==> src/rtl/fetch_unit_pkg.sv <==
// Shared definitions for the instruction fetch unit: default widths,
// instruction field positions, opcode constants and the FSM state type.
package fetch_unit_pkg;

    localparam int ADDR_W_DEF  = 12;
    localparam int INSTR_W_DEF = 16;

    // Instruction word field positions
    localparam int OPC_HI  = 15;
    localparam int OPC_LO  = 12;
    localparam int FUNC_HI = 7;
    localparam int FUNC_LO = 0;
    localparam int TGT_HI  = 11;
    localparam int TGT_LO  = 0;

    localparam logic [3:0] OP_LOAD  = 4'b0000;
    localparam logic [3:0] OP_STORE = 4'b0001;
    localparam logic [3:0] OP_JUMP  = 4'b0010;
    localparam logic [3:0] OP_ALU   = 4'b1000;

    // S_REQ  : request outstanding
    // S_KILL : request outstanding, its data will be dropped
    // S_HOLD : instruction register full, waiting for decode
    typedef enum logic [1:0] {
        S_REQ  = 2'd0,
        S_KILL = 2'd1,
        S_HOLD = 2'd2
    } fetch_state_e;

endpackage

==> src/rtl/fetch_unit_if.sv <==
// Bundle of the fetch unit's bus signals.
//   imem_*  : instruction-memory request/ack channel
//   jump*   : redirect from decode
//   instr*, opcode, func, pc : instruction handed to decode
// master = fetch unit side, slave = memory/decode side.
interface fetch_unit_if import fetch_unit_pkg::*; #(
    parameter int ADDR_W  = ADDR_W_DEF,
    parameter int INSTR_W = INSTR_W_DEF
);
    logic               imem_req;
    logic [ADDR_W-1:0]  imem_addr;
    logic               imem_ack;
    logic [INSTR_W-1:0] imem_rdata;
    logic               jump;
    logic [ADDR_W-1:0]  jump_addr;
    logic               instr_valid;
    logic               instr_ready;
    logic [INSTR_W-1:0] instr;
    logic [3:0]         opcode;
    logic [7:0]         func;
    logic [ADDR_W-1:0]  pc;

    modport master (
        output imem_req, imem_addr,
        input  imem_ack, imem_rdata,
        input  jump, jump_addr,
        output instr_valid,
        input  instr_ready,
        output instr, opcode, func, pc
    );

    modport slave (
        input  imem_req, imem_addr,
        output imem_ack, imem_rdata,
        output jump, jump_addr,
        input  instr_valid,
        output instr_ready,
        input  instr, opcode, func, pc
    );
endinterface

==> src/rtl/fetch_unit.sv <==
// Instruction fetch unit. Issues one instruction-memory request at a time,
// latches the returned word into an instruction register for decode and
// handles redirects (jumps) from decode, dropping any in-flight data.
// Ports:
//   clk  : clock, rising edge
//   rst  : asynchronous active-low reset
//   bus  : fetch_unit_if.master (imem channel, jump, instruction output)
module fetch_unit import fetch_unit_pkg::*; #(
    parameter int                ADDR_W   = ADDR_W_DEF,
    parameter int                INSTR_W  = INSTR_W_DEF,
    parameter logic [ADDR_W-1:0] RESET_PC = '0
) (
    input  logic          clk,
    input  logic          rst,
    fetch_unit_if.master  bus
);

    fetch_state_e        state;
    logic                req_q;
    logic [ADDR_W-1:0]   addr_q;
    logic [ADDR_W-1:0]   fetch_pc;   // next sequential PC, or pending jump target in S_KILL
    logic [ADDR_W-1:0]   pc_q;
    logic [INSTR_W-1:0]  instr_q;
    logic                valid_q;
    logic                ack_v;

    // An ack only counts while a request is actually on the bus.
    assign ack_v = bus.imem_ack & req_q;

    always_ff @(posedge clk or negedge rst) begin
        if (!rst) begin
            state    <= S_REQ;
            req_q    <= 1'b0;
            addr_q   <= RESET_PC;
            fetch_pc <= RESET_PC;
            pc_q     <= '0;
            instr_q  <= '0;
            valid_q  <= 1'b0;
        end else begin
            case (state)
                S_REQ: begin
                    if (!req_q) begin
                        // First cycle out of reset: nothing issued yet, so a
                        // jump simply retargets the request about to go out.
                        req_q <= 1'b1;
                        if (bus.jump) begin
                            addr_q <= bus.jump_addr;
                        end
                    end else if (bus.jump) begin
                        if (ack_v) begin
                            addr_q <= bus.jump_addr;
                        end else begin
                            fetch_pc <= bus.jump_addr;
                            state    <= S_KILL;
                        end
                    end else if (ack_v) begin
                        instr_q  <= bus.imem_rdata;
                        pc_q     <= addr_q;
                        fetch_pc <= addr_q + 1'b1;
                        valid_q  <= 1'b1;
                        req_q    <= 1'b0;
                        state    <= S_HOLD;
                    end
                end
                S_KILL: begin
                    if (ack_v) begin
                        addr_q <= bus.jump ? bus.jump_addr : fetch_pc;
                        state  <= S_REQ;
                    end else if (bus.jump) begin
                        fetch_pc <= bus.jump_addr;  // latest target wins
                    end
                end
                S_HOLD: begin
                    if (bus.jump) begin
                        valid_q <= 1'b0;
                        addr_q  <= bus.jump_addr;
                        req_q   <= 1'b1;
                        state   <= S_REQ;
                    end else if (bus.instr_ready) begin
                        valid_q <= 1'b0;
                        addr_q  <= fetch_pc;
                        req_q   <= 1'b1;
                        state   <= S_REQ;
                    end
                end
                default: begin
                    state <= S_REQ;
                end
            endcase
        end
    end

    assign bus.imem_req    = req_q;
    assign bus.imem_addr   = addr_q;
    assign bus.instr_valid = valid_q;
    assign bus.instr       = instr_q;
    assign bus.pc          = pc_q;
    assign bus.opcode      = instr_q[OPC_HI:OPC_LO];
    assign bus.func        = instr_q[FUNC_HI:FUNC_LO];

endmodule
==> src/flat_wrapper.sv <==
// flat-port wrapper written by rule: the top's interface ports become plain ports
module fetch_unit_flat import fetch_unit_pkg::*;
#(
    parameter int                ADDR_W   = ADDR_W_DEF,
    parameter int                INSTR_W  = INSTR_W_DEF,
    parameter logic [ADDR_W-1:0] RESET_PC = '0
)
  (clk, rst, bus_imem_req, bus_imem_addr, bus_imem_ack, bus_imem_rdata, bus_jump, bus_jump_addr, bus_instr_valid, bus_instr_ready, bus_instr, bus_opcode, bus_func, bus_pc);
  fetch_unit_if #(.ADDR_W(ADDR_W), .INSTR_W(INSTR_W)) bus_i ();
  input  logic clk;
  input  logic rst;
  output wire logic [$bits(bus_i.imem_req)-1:0] bus_imem_req;
  output wire logic [$bits(bus_i.imem_addr)-1:0] bus_imem_addr;
  input wire logic [$bits(bus_i.imem_ack)-1:0] bus_imem_ack;
  input wire logic [$bits(bus_i.imem_rdata)-1:0] bus_imem_rdata;
  input wire logic [$bits(bus_i.jump)-1:0] bus_jump;
  input wire logic [$bits(bus_i.jump_addr)-1:0] bus_jump_addr;
  output wire logic [$bits(bus_i.instr_valid)-1:0] bus_instr_valid;
  input wire logic [$bits(bus_i.instr_ready)-1:0] bus_instr_ready;
  output wire logic [$bits(bus_i.instr)-1:0] bus_instr;
  output wire logic [$bits(bus_i.opcode)-1:0] bus_opcode;
  output wire logic [$bits(bus_i.func)-1:0] bus_func;
  output wire logic [$bits(bus_i.pc)-1:0] bus_pc;
  assign bus_imem_req = bus_i.imem_req;
  assign bus_imem_addr = bus_i.imem_addr;
  assign bus_i.imem_ack = bus_imem_ack;
  assign bus_i.imem_rdata = bus_imem_rdata;
  assign bus_i.jump = bus_jump;
  assign bus_i.jump_addr = bus_jump_addr;
  assign bus_instr_valid = bus_i.instr_valid;
  assign bus_i.instr_ready = bus_instr_ready;
  assign bus_instr = bus_i.instr;
  assign bus_opcode = bus_i.opcode;
  assign bus_func = bus_i.func;
  assign bus_pc = bus_i.pc;
  fetch_unit #(.ADDR_W(ADDR_W), .INSTR_W(INSTR_W), .RESET_PC(RESET_PC)) u_core (.clk(clk), .rst(rst), .bus(bus_i));
endmodule
==> config.mk <==
export PLATFORM = sky130hd
export DESIGN_NAME = fetch_unit_flat
export DESIGN_NICKNAME = d
export VERILOG_FILES = /design/src/rtl/fetch_unit_pkg.sv /design/src/rtl/fetch_unit_if.sv /design/src/rtl/fetch_unit.sv /design/src/flat_wrapper.sv
export SDC_FILE = /design/constraint.sdc
export NUM_CORES = 1
export LEC_CHECK = 0
export ABC_AREA = 1
export CAP_MARGIN = 40
export CORE_ASPECT_RATIO = 1.2
export CORE_MARGIN = 2
export CORE_UTILIZATION = 57
export DETAILED_ROUTE_END_ITERATION = 10
export DONT_BUFFER_PORTS = 1
export PLACE_DENSITY_LB_ADDON = 0.25
export SLEW_MARGIN = 40
export SYNTH_ARGS = -nofsm -noshare
export SYNTH_HDL_FRONTEND = slang
export SYNTH_SLANG_ARGS = --single-unit
==> constraint.sdc <==
create_clock -name clk -period 1.4 [get_ports clk]
set_input_delay 0.28 -clock clk [delete_from_list [all_inputs] [get_ports clk]]
set_output_delay 0.28 -clock clk [all_outputs]
set_load 0.01 [all_outputs]
# Word-level counts from Yosys, hierarchy flattened
# Index checks and enable logic that the tools add are counted.
[word_totals]
reg_bits = 56
latch_bits = 0
mem_bits_rw = 0
rom_bits = 0
in_bits = 33
output_inout_bits = 54
wordCells = 67
memories = 0
[op_classes]
n_addsub = 1
mul = 0
n_div = 0
magnitude_cmp = 0
eq_ne = 12
n_shift = 0
muxes = 35
n_bitwise = 2
n_reduce_logical = 10
[op_table]
columns = ["operator", "n"]
rows = [
  ["two-way mux 12 bit", 13],
  ["one-hot mux 12 bit (3 select lines)", 1],
  ["one-hot mux 12 bit (2 select lines)", 1],
  ["AND reduction 5 bit", 4],
  ["two-way mux 2 bit", 7],
  ["adder 12 x 1 -> 12 bit, second input constant", 1],
  ["two-way mux 1 bit", 10],
  ["!= test 3 bit, second input constant", 3],
  ["!= test 2 x 1 -> 1 bit, second input constant", 3],
  ["!= test 2 bit, second input constant", 3],
  ["one-hot mux 2 bit (3 select lines)", 1],
  ["one-hot mux 1 bit (2 select lines)", 2],
  ["AND reduction 4 bit", 1],
  ["nonzero test 2 bit", 2],
  ["!= test 3 x 2 -> 1 bit, second input constant", 1],
  ["nonzero test 3 bit", 1],
  ["equality test 2 x 1 -> 1 bit, second input constant", 1],
  ["equality test 2 bit, second input constant", 1],
  ["zero test 2 bit", 1],
  ["AND reduction 2 bit", 1],
  ["AND 1 bit", 1],
  ["inverter 1 bit", 1],
]

# Longest topological paths before layout
# Gate-level depths: netlist of run 1.
[logic_depth]
word_depth = 5
depth_mapped = 10
ltp_nobuf = 10

# Least setup slack after synthesis of run 1
# No wires, ideal clock.
[synth_path]
path_kind = "reg2reg"
startpoint = "register u_core.state[0]"
endpoint = "register u_core.pc_q[0], in the netlist u_core.bus.pc[0]"
setup_time_ps = 126
arrival_ps = 1408
required_ps = 1274
slack_ps = -134
path_stages_with_launch = 10
path_buffers = 2
synth_period_minus_slack_ps = 1534
path_cell_list = "dfrtp_1 inv_1 ha_1 inv_1 nor2_1 nand2_1 buf_2 buf_2 nand2_1 o21ai_0"
[synth_between]
elab_chain_cells = 2
[synth_lines]
columns = ["element", "line_no", "text"]
rows = [
  ["from (decl)", "fetch_unit.sv:18", "fetch_state_e state;"],
  ["from (signal assigned)", "fetch_unit.sv:32", "state <= S_REQ;"],
  ["from (signal assigned)", "fetch_unit.sv:54", "state <= S_KILL;"],
  ["from (signal assigned)", "fetch_unit.sv:62", "state <= S_HOLD;"],
  ["zero test 2 bit", "fetch_unit.sv:40", "case (state)"],
  ["AND reduction 4 bit (no line)", "--", ""],
  ["to (signal assigned)", "fetch_unit.sv:58", "pc_q <= addr_q;"],
  ["to (decl)", "fetch_unit.sv:22", "logic [ADDR_W-1:0] pc_q;"],
]
# No other way between the ends.
# A chain may end at the register's enable or synchronous reset.

# Worst setup path after layout of run 1
[layout_path]
startpoint = "register u_core.state[0]"
endpoint = "register u_core.addr_q[5], in the netlist u_core.bus.imem_addr[5]"
[layout_between]
elab_chain_cells = 3
word_cells_on_any_way = 10
classes_between = "eq/ne: 6; mux: 1; reduce/logical: 3"
[layout_lines]
columns = ["element", "line_no", "text"]
rows = [
  ["equality test 2 bit (tied with other cells)", "fetch_unit.sv:40", ""],
  ["!= test 3 bit (no line) (tied with other cells)", "--", ""],
  ["AND reduction 5 bit (no line)", "--", ""],
  ["to (signal assigned)", "fetch_unit.sv:47", "addr_q <= bus.jump_addr;"],
  ["to (signal assigned)", "fetch_unit.sv:51", "addr_q <= bus.jump_addr;"],
  ["to (signal assigned)", "fetch_unit.sv:67", "addr_q <= bus.jump ? bus.jump_addr : fetch_pc;"],
  ["to (decl)", "fetch_unit.sv:20", "logic [ADDR_W-1:0] addr_q;"],
]
# Parallel ways exist; a longest one is shown, timed or not.

==> flow_metrics.env, run 1 <==
export IMPL_hold_class="input port to async pin"
export IMPL_crit_chain="inv_2 > ha_1 > nand2_1 > inv_1 > a21oi_4 > nand2_4 > clkbuf_16 > o21ai_1"
export IMPL_outcome="finished, violations left"
export IMPL_rows=28
export IMPL_path_clk_slew_ns=0.10
export IMPL_dpl_hpwl_um=4260
export IMPL_period_share_pct=112
export IMPL_finClkSkew_ns=0.00986
export IMPL_worst_setup_path_start_kind="flop"
export IMPL_numPortBuffers=0
export IMPL_cts_made_buffers=5
export IMPL_gp_congestion=0.847
export IMPL_track_usage_pct=21.2
export IMPL_final_nets=386
export IMPL_maxCapViolations=0
export IMPL_cpPeakStageDelay_ns=0.38
export IMPL_ioPinCount=87
export IMPL_drt_total_wl_um=6520
export IMPL_slowest_stage="dfrtp_1"
export IMPL_slew_violations=0
export IMPL_fin_total_pwr_w=0.00890
export IMPL_finalSetupViolations=54
export IMPL_grt_pass1_vias=1948
export IMPL_area_growth_pct=20.1
export IMPL_setup_worst_path_class="flop to flop"
export IMPL_violations="negative hold slack, negative setup slack"
export IMPL_r2r_end="u_core.bus.imem_addr[5]$_DFFE_PN0P_"
export IMPL_slew_headroom_pct=75.3
export IMPL_yosys_warnings=0
export IMPL_drt_drc_violations_left=0
export IMPL_cp_max_fo=6
export IMPL_cts_sinks=56
export IMPL_rsz0062_at_grt="true"
export IMPL_die_area_sq_mm=0.00574
export IMPL_vias_per_cell=5.57
export IMPL_vias=2272
export IMPL_drive_gt1_share_pct=35.9
export IMPL_grt_max_degree=57
export IMPL_dr_pass1_iters=4
export IMPL_min_period_ns=1.56
export IMPL_holdWs_ns=-0.348
export IMPL_syn_avg_cell_area_sq_um=8.94
export IMPL_required_ns=1.64
export IMPL_core_sq_mm=0.00494
export IMPL_syn_nets=367
export IMPL_initial_core_util_pct=59.3
export IMPL_htreeDepth=2
export IMPL_arrival_ns=1.81
export IMPL_synth_seq_area_share_pct=47.8
export IMPL_die_w_um=69.5
export IMPL_hold_violations=56
export IMPL_power_density_mw_per_mm2=2530
export IMPL_ant_nets=0
export IMPL_worstSkewPairLatency_ns=0.31
export IMPL_timing_final_ws_setup_ns=-0.164
export IMPL_rr_worst_depth=8
export IMPL_yosysUniqueCellTypes=31
export IMPL_syn_area_sq_mm=0.00293
export IMPL_worstReg2RegStart="u_core.state[0]$_DFFE_PN0P_"
export IMPL_grt_pass1_wl_um=9460
export IMPL_vdd_drop_max_uv=1270
export IMPL_critPathCaptureType="flop"
export IMPL_antenna_found_initial=0
export IMPL_clk_path_buf_depth=2
export IMPL_dr_first_iter_drc_count=126
export IMPL_fin_tns_setup_ns=-6.00
export IMPL_diodes=0
export IMPL_fp_dieH_um=82.6
export IMPL_wl_per_cell_um=16.0
export IMPL_cts_root_buf="clkbuf_8"
export IMPL_synth_seq_cells=56
export IMPL_worst_pin_slew_ns=0.370
export IMPL_grt_overflow_total=0
export IMPL_p_leak_nw=1.75
export IMPL_max_freq_mhz=639
export IMPL_cts_tree="done"
export IMPL_reg2reg_slack_ns=-0.16
export IMPL_netlist_instances=328
[what timing repair did]
action | in CTS | in global routing
pin swaps | 9 | 13
resized for setup | 30 | 41
buffers inserted | 6 | 2
endpoints found under the hold margin | 56 | 56
gates cloned | 1 | 3
endpoints found under the setup margin | 53 | 56
[worst max-delay path, delay by kind of cell, from the launching register on]
kind            cells  cell delay [ns]
compound gates      2             0.33
fa+ha+maj           1             0.23
buf+inv             3             0.35
flops               1             0.38
simple gates        2             0.20
[through the flow]
stage	hold WS, ns	worst slack (ns)	cell area [sq um]	util (%)	instances
6_report	-0.348	-0.164	3520	71.3	408
5_1_grt	-0.372	-0.225	3520	71.3	408
4_1_cts	-0.354	-0.0946	3320	67.2	403
3_5_place_dp	-0.0145	-0.142	3070	62.1	388
3_3_place_gp	-0.0145	-0.102	3070	62.1	388
2_1_floorplan	-0.0156	-0.00837	2970	-	328
[flip-flops by register name (all words and copies together) (netlist names)]
| signal | cells |
|---|---|
| u_core.bus.imem_addr | 12 |
| u_core.bus.pc | 12 |
| u_core.bus.instr | 16 |
| u_core.bus.instr_valid | 1 |
| u_core.fetch_pc | 12 |
| u_core.bus.imem_req | 1 |
| u_core.state | 2 |
[how the worst max path moves through the flow]
| stage | from | end | slack, ns | depth (start not counted) |
|---|---|---|---|---|
| 6_report | u_core.state[0]$_DFFE_PN0P_ | u_core.bus.imem_addr[5]$_DFFE_PN0P_ | -0.16 | 8 |
| 4_1_cts | u_core.state[1]$_DFFE_PN0P_ | u_core.fetch_pc[6]$_DFFE_PN0P_ | -0.09 | 11 |
| 2_1_floorplan | u_core.state[0]$_DFFE_PN0P_ | u_core.bus.pc[0]$_DFFE_PN0P_ | -0.008 | 9 |
| 3_3_place_gp | u_core.state[1]$_DFFE_PN0P_ | u_core.fetch_pc[1]$_DFFE_PN0P_ | -0.10 | 9 |
| 5_1_grt | u_core.state[0]$_DFFE_PN0P_ | u_core.bus.imem_addr[5]$_DFFE_PN0P_ | -0.23 | 8 |
| 3_5_place_dp | u_core.state[1]$_DFFE_PN0P_ | u_core.fetch_pc[10]$_DFFE_PN0P_ | -0.14 | 7 |
[layout make-up]
cell class / count / area [sq um]
Clock buffer: 7 / 86.3
Clock inverter: 1 / 7.51
Fill cell: 348 / 1420
Inverter: 32 / 123
Multi-Input combinational cell: 219 / 1460
Sequential cell: 56 / 1400
Tap cell: 60 / 75.1
Timing Repair Buffer: 33 / 367
[cells by family after synthesis]
| family | Yosys count | share of synthesized area [%] |
|---|---|---|
| AND/OR/NAND/NOR | 133 | 19.3 |
| flip-flops | 56 | 47.8 |
| AO/OA/AOI/OAI | 55 | 11.7 |
| buffers and inverters | 53 | 9.35 |
| multiplexers | 25 | 9.30 |
| adder cells (fa/ha/maj) | 6 | 2.56 |
[power breakdown]
part / leakage (nW) / internal [W] / switching [W]
Sequential: 0.679 / 0.00242 / 0.000976
Clock: 0.0445 / 0.000403 / 0.000503
Combinational: 1.02 / 0.00215 / 0.00245
[layer usage]
metal	global-route usage [%]	vias to the layer above	part of all wire (%)
li1	-	1091	-
met1	26.1	1085	39
met2	36.4	79	52
met3	5.58	17	6.4
met4	7.84	0	3.0
met5	0	-	0
[cell usage in the layout (no fill, tap or decap), types with 3 or more instances in the layout]
cell type	count
clkbuf_8	6
mux2i_1	7
mux2_2	18
buf_12	3
nand2_1	58
nand2_2	27
o21ai_1	15
nor2_2	4
inv_1	27
o21ai_2	10
nand2_4	10
o22ai_1	4
nand3_1	15
buf_4	20
buf_6	7
ha_4	3
nor2_1	12
dfrtp_1	56
inv_2	4
o21ai_0	14
[Yosys cell counts, drive strengths merged]
library cell   n  area share, %
or2            1           0.21
dfrtp         56             48
buf           21            5.2
o211ai         1           0.26
nor2          18            2.6
a21oi          3           0.64
o21a           1           0.26
nor3           1           0.17
nand4          2           0.43
mux2i          7            2.4
a22oi          3           0.94
a21boi         3           0.77
nand2         95             13
o21ai         40            8.0
mux2          18            6.9
o22ai          4           0.85
inv           32            4.1
nand3         16            2.9
ha             6            2.6
Power figures use the tool's default switching activity.
==> run 2: changes to the inputs <==
==> constraint.sdc (replaced) <==
create_clock -name clk -period 1.4 [get_ports clk]
set_input_delay 0.14 -clock clk [delete_from_list [all_inputs] [get_ports clk]]
set_output_delay 0.14 -clock clk [all_outputs]
set_load 0.01 [all_outputs]
==> run 2 against run 1 <==
  * Sequential power about the same
  * The flow still finishes with violations (negative hold slack, negative setup slack)
  * Highest routed layer unchanged
  * Worst hold slack lost 0.14 ns
  * Core utilization up 2.2 points
  * Largest cell class unchanged
  * Critical path type unchanged
==> flow_metrics.env, run 2 (same netlist as run 1, synthesis figures left out) <==
export IMPL_outcome="finished, violations left"
export IMPL_violations="negative hold slack, negative setup slack"
export IMPL_numPortBuffers=0
export IMPL_dpl_hpwl_um=4260
export IMPL_wl_met3_um=460
export IMPL_max_freq_mhz=644
export IMPL_p_leak_nw=1.79
export IMPL_htreeDepth=2
export IMPL_cts_tree="done"
export IMPL_antenna_found_initial=0
export IMPL_min_period_ns=1.55
export IMPL_grt_pass1_vias=2033
export IMPL_arrival_ns=1.80
export IMPL_period_share_pct=111
export IMPL_initial_core_util_pct=59.3
export IMPL_critPathCaptureType="flop"
export IMPL_timing_final_ws_setup_ns=-0.153
export IMPL_rows=28
export IMPL_core_sq_mm=0.00494
export IMPL_drive_gt1_share_pct=32.3
export IMPL_drt_total_wl_um=6820
export IMPL_setup_worst_path_class="flop to flop"
export IMPL_diodes=0
export IMPL_post_route_util_pct=73.5
export IMPL_finalSetupViolations=53
export IMPL_rsz0062_at_grt="true"
export IMPL_vdd_drop_max_uv=1190
export IMPL_gp_congestion=0.847
export IMPL_worst_pin_slew_ns=0.365
export IMPL_hold_violations=56
export IMPL_drt_drc_violations_left=0
export IMPL_ant_nets=0
export IMPL_wl_met2_um=3550
export IMPL_slew_violations=0
export IMPL_path_clk_slew_ns=0.10
export IMPL_cts_sinks=56
export IMPL_largest_reg_flops=16
export IMPL_holdWs_ns=-0.492
export IMPL_final_nets=400
export IMPL_worstSkewPairLatency_ns=0.32
export IMPL_fin_total_pwr_w=0.00866
export IMPL_wl_met1_um=2640
export IMPL_grt_overflow_total=0
export IMPL_worst_setup_path_start_kind="flop"
export IMPL_power_density_mw_per_mm2=2380
export IMPL_top_layer_used="met4"
export IMPL_dr_pass1_iters=4
export IMPL_ioPinCount=87
export IMPL_final_area_sq_mm=0.00363
export IMPL_track_usage_pct=22.4
export IMPL_die_area_sq_mm=0.00574
export IMPL_wl_per_cell_um=16.1
export IMPL_required_ns=1.64
export IMPL_grt_max_degree=57
export IMPL_clk_path_buf_depth=2
export IMPL_finClkSkew_ns=0.00562
export IMPL_placed_cell_area_sq_mm=0.00307
export IMPL_die_w_um=69.5
export IMPL_cts_made_buffers=5
export IMPL_vias=2305
export IMPL_maxCapViolations=0
export IMPL_hold_class="input port to async pin"
export IMPL_mostFrequentLayoutCell="nand2_1"
export IMPL_slew_headroom_pct=75.6
export IMPL_hold_buffers=16
export IMPL_fin_tns_setup_ns=-5.69
export IMPL_area_growth_pct=23.8
export IMPL_fp_dieH_um=82.6
export IMPL_cts_root_buf="clkbuf_8"
export IMPL_vias_per_cell=5.46
export IMPL_grt_pass1_wl_um=9980
export IMPL_dr_first_iter_drc_count=143
export IMPL_cp_max_fo=12
export IMPL_mostFrequentLayoutCells="63 x nand2_1, 56 x dfrtp_1, 27 x inv_1, 25 x nand2_2, 19 x buf_4"
-- run 2: cell count changes in the layout (fill, tap and decap cells not counted), sizes merged --
cell         change
buf              -3
dlygate4sd3     +16
clkbuf           +1
-- run 2: final timing paths --
path                                           startpoint                                   to  slack [ns]  cells after the start
setup / recovery              u_core.state[0]$_DFFE_PN0P_  u_core.bus.imem_addr[5]$_DFFE_PN0P_       -0.15                      7
hold / removal                                        rst     u_core.bus.instr[14]$_DFFE_PN0P_       -0.49                      0
setup reg to reg              u_core.state[0]$_DFFE_PN0P_  u_core.bus.imem_addr[5]$_DFFE_PN0P_       -0.15                      7
hold reg to reg            u_core.fetch_pc[5]$_DFFE_PN0P_       u_core.fetch_pc[5]$_DFFE_PN0P_        0.49                      2
max in group asynchronous                             rst       u_core.fetch_pc[1]$_DFFE_PN0P_        1.78                      0
min in group clk                         bus_jump_addr[1]  u_core.bus.imem_addr[1]$_DFFE_PN0P_        0.02                      2
-- run 2: cell type report --
type | count | area [sq um]
multi-input cells | 219 | 1420
flip-flops and latches | 56 | 1400
fillers | 352 | 1310
repair buffers | 47 | 522
inverters | 32 | 123
clock buffers | 7 | 86.3
well taps | 60 | 75.1
clock inverters | 1 | 7.51
-- run 2: critical path, cell delays in order, from the launching register on --
cell and delay, ns:
dfrtp_1 0.40, buf_4 0.15, buf_4 0.13, ha_1 0.19, nor2_1 0.13, nand2_2 0.12, clkbuf_16 0.20, o21ai_1 0.15
-- run 2: power breakdown --
group / internal [W] / switching (W) / total (W)
combinational: 0.00201 / 0.00233 / 0.00434
clock: 0.000403 / 0.000518 / 0.000921
sequential: 0.00241 / 0.000980 / 0.00340
-- run 2: layer usage --
layer | vias up | GRT usage, %
met3 | 14 | 5.34
li1 | 1118 | -
met4 | 0 | 7.84
met2 | 71 | 38.9
met1 | 1102 | 27.7
met5 | - | 0
-- run 2: through the flow --
stage	worst slack (ns)	cells
floorplan	-0.00837	328
global placement	-0.102	388
detailed placement	-0.142	388
CTS	-0.0946	419
global route	-0.207	422
finish	-0.153	422
-- run 2: repair_timing --
action / in CTS / in global routing
resized for setup: 30 / 30
gates cloned: 1 / 3
pin swaps: 9 / 9
setup endpoints to repair: 53 / 56
endpoints found under the hold margin: 72 / 56
buffers inserted: 6 / 0
==> run 3: changes to the inputs <==
--- a/config.mk
+++ b/config.mk
@@ -13,6 +13,7 @@
 export DETAILED_ROUTE_END_ITERATION = 10
 export DONT_BUFFER_PORTS = 1
 export PLACE_DENSITY_LB_ADDON = 0.25
+export SETUP_SLACK_MARGIN = 0.3
 export SLEW_MARGIN = 40
 export SYNTH_ARGS = -nofsm -noshare
 export SYNTH_HDL_FRONTEND = slang
==> run 3 against run 2 <==
  * The flow still finishes with violations (negative hold slack, negative setup slack)
  * Via count shrank 0.52%
  * Die area stayed put
  * Global-route usage about the same
  * Maximum frequency increased by 0.72%
  * Non-clock buffer count grew 2
  * Routed wire length down 1.2%
  * First-iteration DRC count fell by 29%
  * Count of clock-buffer cells in the layout is the same
  * Flip-flop and latch count stayed put
  * Clock power rose by 0.9%
  * Final area rose by 0.45%
  * Largest power group unchanged
==> flow_metrics.env, run 3 (same netlist as run 1, synthesis figures left out) <==
export IMPL_drive_gt1_share_pct=30.2
export IMPL_area_growth_pct=24.4
export IMPL_violations="negative hold slack, negative setup slack"
export IMPL_antenna_found_initial=0
export IMPL_r2r_end="u_core.bus.imem_addr[6]$_DFFE_PN0P_"
export IMPL_cts_made_buffers=5
export IMPL_vdd_drop_max_uv=1420
export IMPL_clk_path_buf_depth=2
export IMPL_outcome="finished, violations left"
export IMPL_timing_final_ws_setup_ns=-0.142
export IMPL_rsz0062_at_grt="true"
export IMPL_rows=28
export IMPL_worstReg2RegStart="u_core.state[0]$_DFFE_PN0P_"
export IMPL_largest_reg_flops=16
export IMPL_wl_per_cell_um=15.9
export IMPL_power_density_mw_per_mm2=2440
export IMPL_worstSkewPairLatency_ns=0.31
export IMPL_cts_root_buf="clkbuf_8"
export IMPL_max_freq_mhz=649
export IMPL_grt_pass1_vias=2168
export IMPL_track_usage_pct=22.4
export IMPL_dpl_hpwl_um=4300
export IMPL_holdWs_ns=-0.495
export IMPL_min_period_ns=1.54
export IMPL_grt_pass1_wl_um=10000
export IMPL_final_nets=402
export IMPL_hold_buffers=16
export IMPL_cts_tree="done"
export IMPL_grt_overflow_total=0
export IMPL_slew_headroom_pct=77.5
export IMPL_vias_per_cell=5.41
export IMPL_critPathCaptureType="flop"
export IMPL_core_sq_mm=0.00494
export IMPL_diodes=0
export IMPL_drt_drc_violations_left=0
export IMPL_dr_first_iter_drc_count=102
export IMPL_path_clk_slew_ns=0.10
export IMPL_die_w_um=69.5
export IMPL_ant_nets=0
export IMPL_worst_pin_slew_ns=0.337
export IMPL_setup_worst_path_class="flop to flop"
export IMPL_maxCapViolations=0
export IMPL_period_share_pct=110
export IMPL_mostFrequentLayoutCells="74 x nand2_1, 56 x dfrtp_1, 27 x inv_1, 18 x mux2_2"
export IMPL_drt_total_wl_um=6730
export IMPL_dr_pass1_iters=4
export IMPL_rr_worst_depth=9
export IMPL_hold_class="input port to async pin"
export IMPL_cp_max_fo=6
export IMPL_fp_dieH_um=82.6
export IMPL_initial_core_util_pct=59.3
export IMPL_fin_tns_setup_ns=-5.13
export IMPL_cts_sinks=56
export IMPL_required_ns=1.61
export IMPL_finClkSkew_ns=0.00949
export IMPL_fin_total_pwr_w=0.00891
export IMPL_die_area_sq_mm=0.00574
export IMPL_finalSetupViolations=51
export IMPL_mostFrequentLayoutCell="nand2_1"
export IMPL_hold_violations=56
export IMPL_grt_max_degree=57
export IMPL_ioPinCount=87
export IMPL_vias=2293
export IMPL_gp_congestion=0.873
export IMPL_arrival_ns=1.75
export IMPL_reg2reg_slack_ns=-0.14
export IMPL_worst_setup_path_start_kind="flop"
export IMPL_htreeDepth=2
export IMPL_numPortBuffers=0
export IMPL_slew_violations=0
export IMPL_p_leak_nw=1.79
export IMPL_fillCellCount=336
-- run 3: through the flow --
stage	setup WS, ns	hold WS (ns)	cells	area [sq um]	util, %
final	-0.142	-0.495	424	3650	73.8
after global routing	-0.223	-0.507	424	3650	73.8
after CTS	-0.0975	-0.502	420	3530	71.4
after detailed placement	-0.158	-0.155	389	3100	62.7
after global placement	-0.0814	-0.155	389	3100	62.7
after floorplan	-0.00318	-0.156	328	3000	-
-- run 3: worst max-delay path by stage --
stage,start,to,slack [ns]
finish,u_core.state[0]$_DFFE_PN0P_,u_core.bus.imem_addr[6]$_DFFE_PN0P_,-0.14
detailed placement,u_core.state[1]$_DFFE_PN0P_,u_core.fetch_pc[9]$_DFFE_PN0P_,-0.16
global route,u_core.state[1]$_DFFE_PN0P_,u_core.bus.imem_addr[6]$_DFFE_PN0P_,-0.22
floorplan,u_core.state[1]$_DFFE_PN0P_,u_core.fetch_pc[0]$_DFFE_PN0P_,-0.003
global placement,u_core.state[1]$_DFFE_PN0P_,u_core.fetch_pc[1]$_DFFE_PN0P_,-0.08
CTS,u_core.state[1]$_DFFE_PN0P_,u_core.bus.instr[2]$_DFFE_PN0P_,-0.1
-- run 3: cell type report --
cell class	count	area [sq um]	area share, %
Clock inverter	1	7.51	0.206
Multi-Input combinational cell	219	1420	39.1
Timing Repair Buffer	49	529	14.5
Clock buffer	7	86.3	2.37
Inverter	32	123	3.36
Tap cell	60	75.1	2.06
Sequential cell	56	1400	38.4
-- run 3: worst max-delay path: stages (launching register included) --
cell       delay [ns]
dfrtp_1          0.41
buf_6            0.13
ha_4             0.18
nand2_4          0.10
nand2_4          0.07
a21oi_4          0.14
nand2_4          0.12
clkbuf_16        0.18
nand2_1          0.05
o21ai_1          0.06
-- run 3: routing by layer --
metal,vias to the layer above,routed length (um),GRT usage (%)
met5,-,0,0
met1,1078,2580,25.0
li1,1122,-,-
met3,14,442,6.31
met4,0,185,11.4
met2,79,3520,39.7
-- run 3: timing repair --
action                                  in CTS  in global routing
pin swaps                                    6                  4
gates resized for setup                     30                 16
buffers inserted                             7                  1
endpoints found under the setup margin      59                 59
gates cloned                                 0                  3
endpoints found under the hold margin       72                 56
-- run 3: where the power goes --
part / leakage, nW / internal, W / switching [W]
registers: 0.679 / 0.00241 / 0.000958
clock network: 0.0445 / 0.000404 / 0.000526
logic: 1.07 / 0.00221 / 0.00240
total: 1.79 / 0.00502 / 0.00388
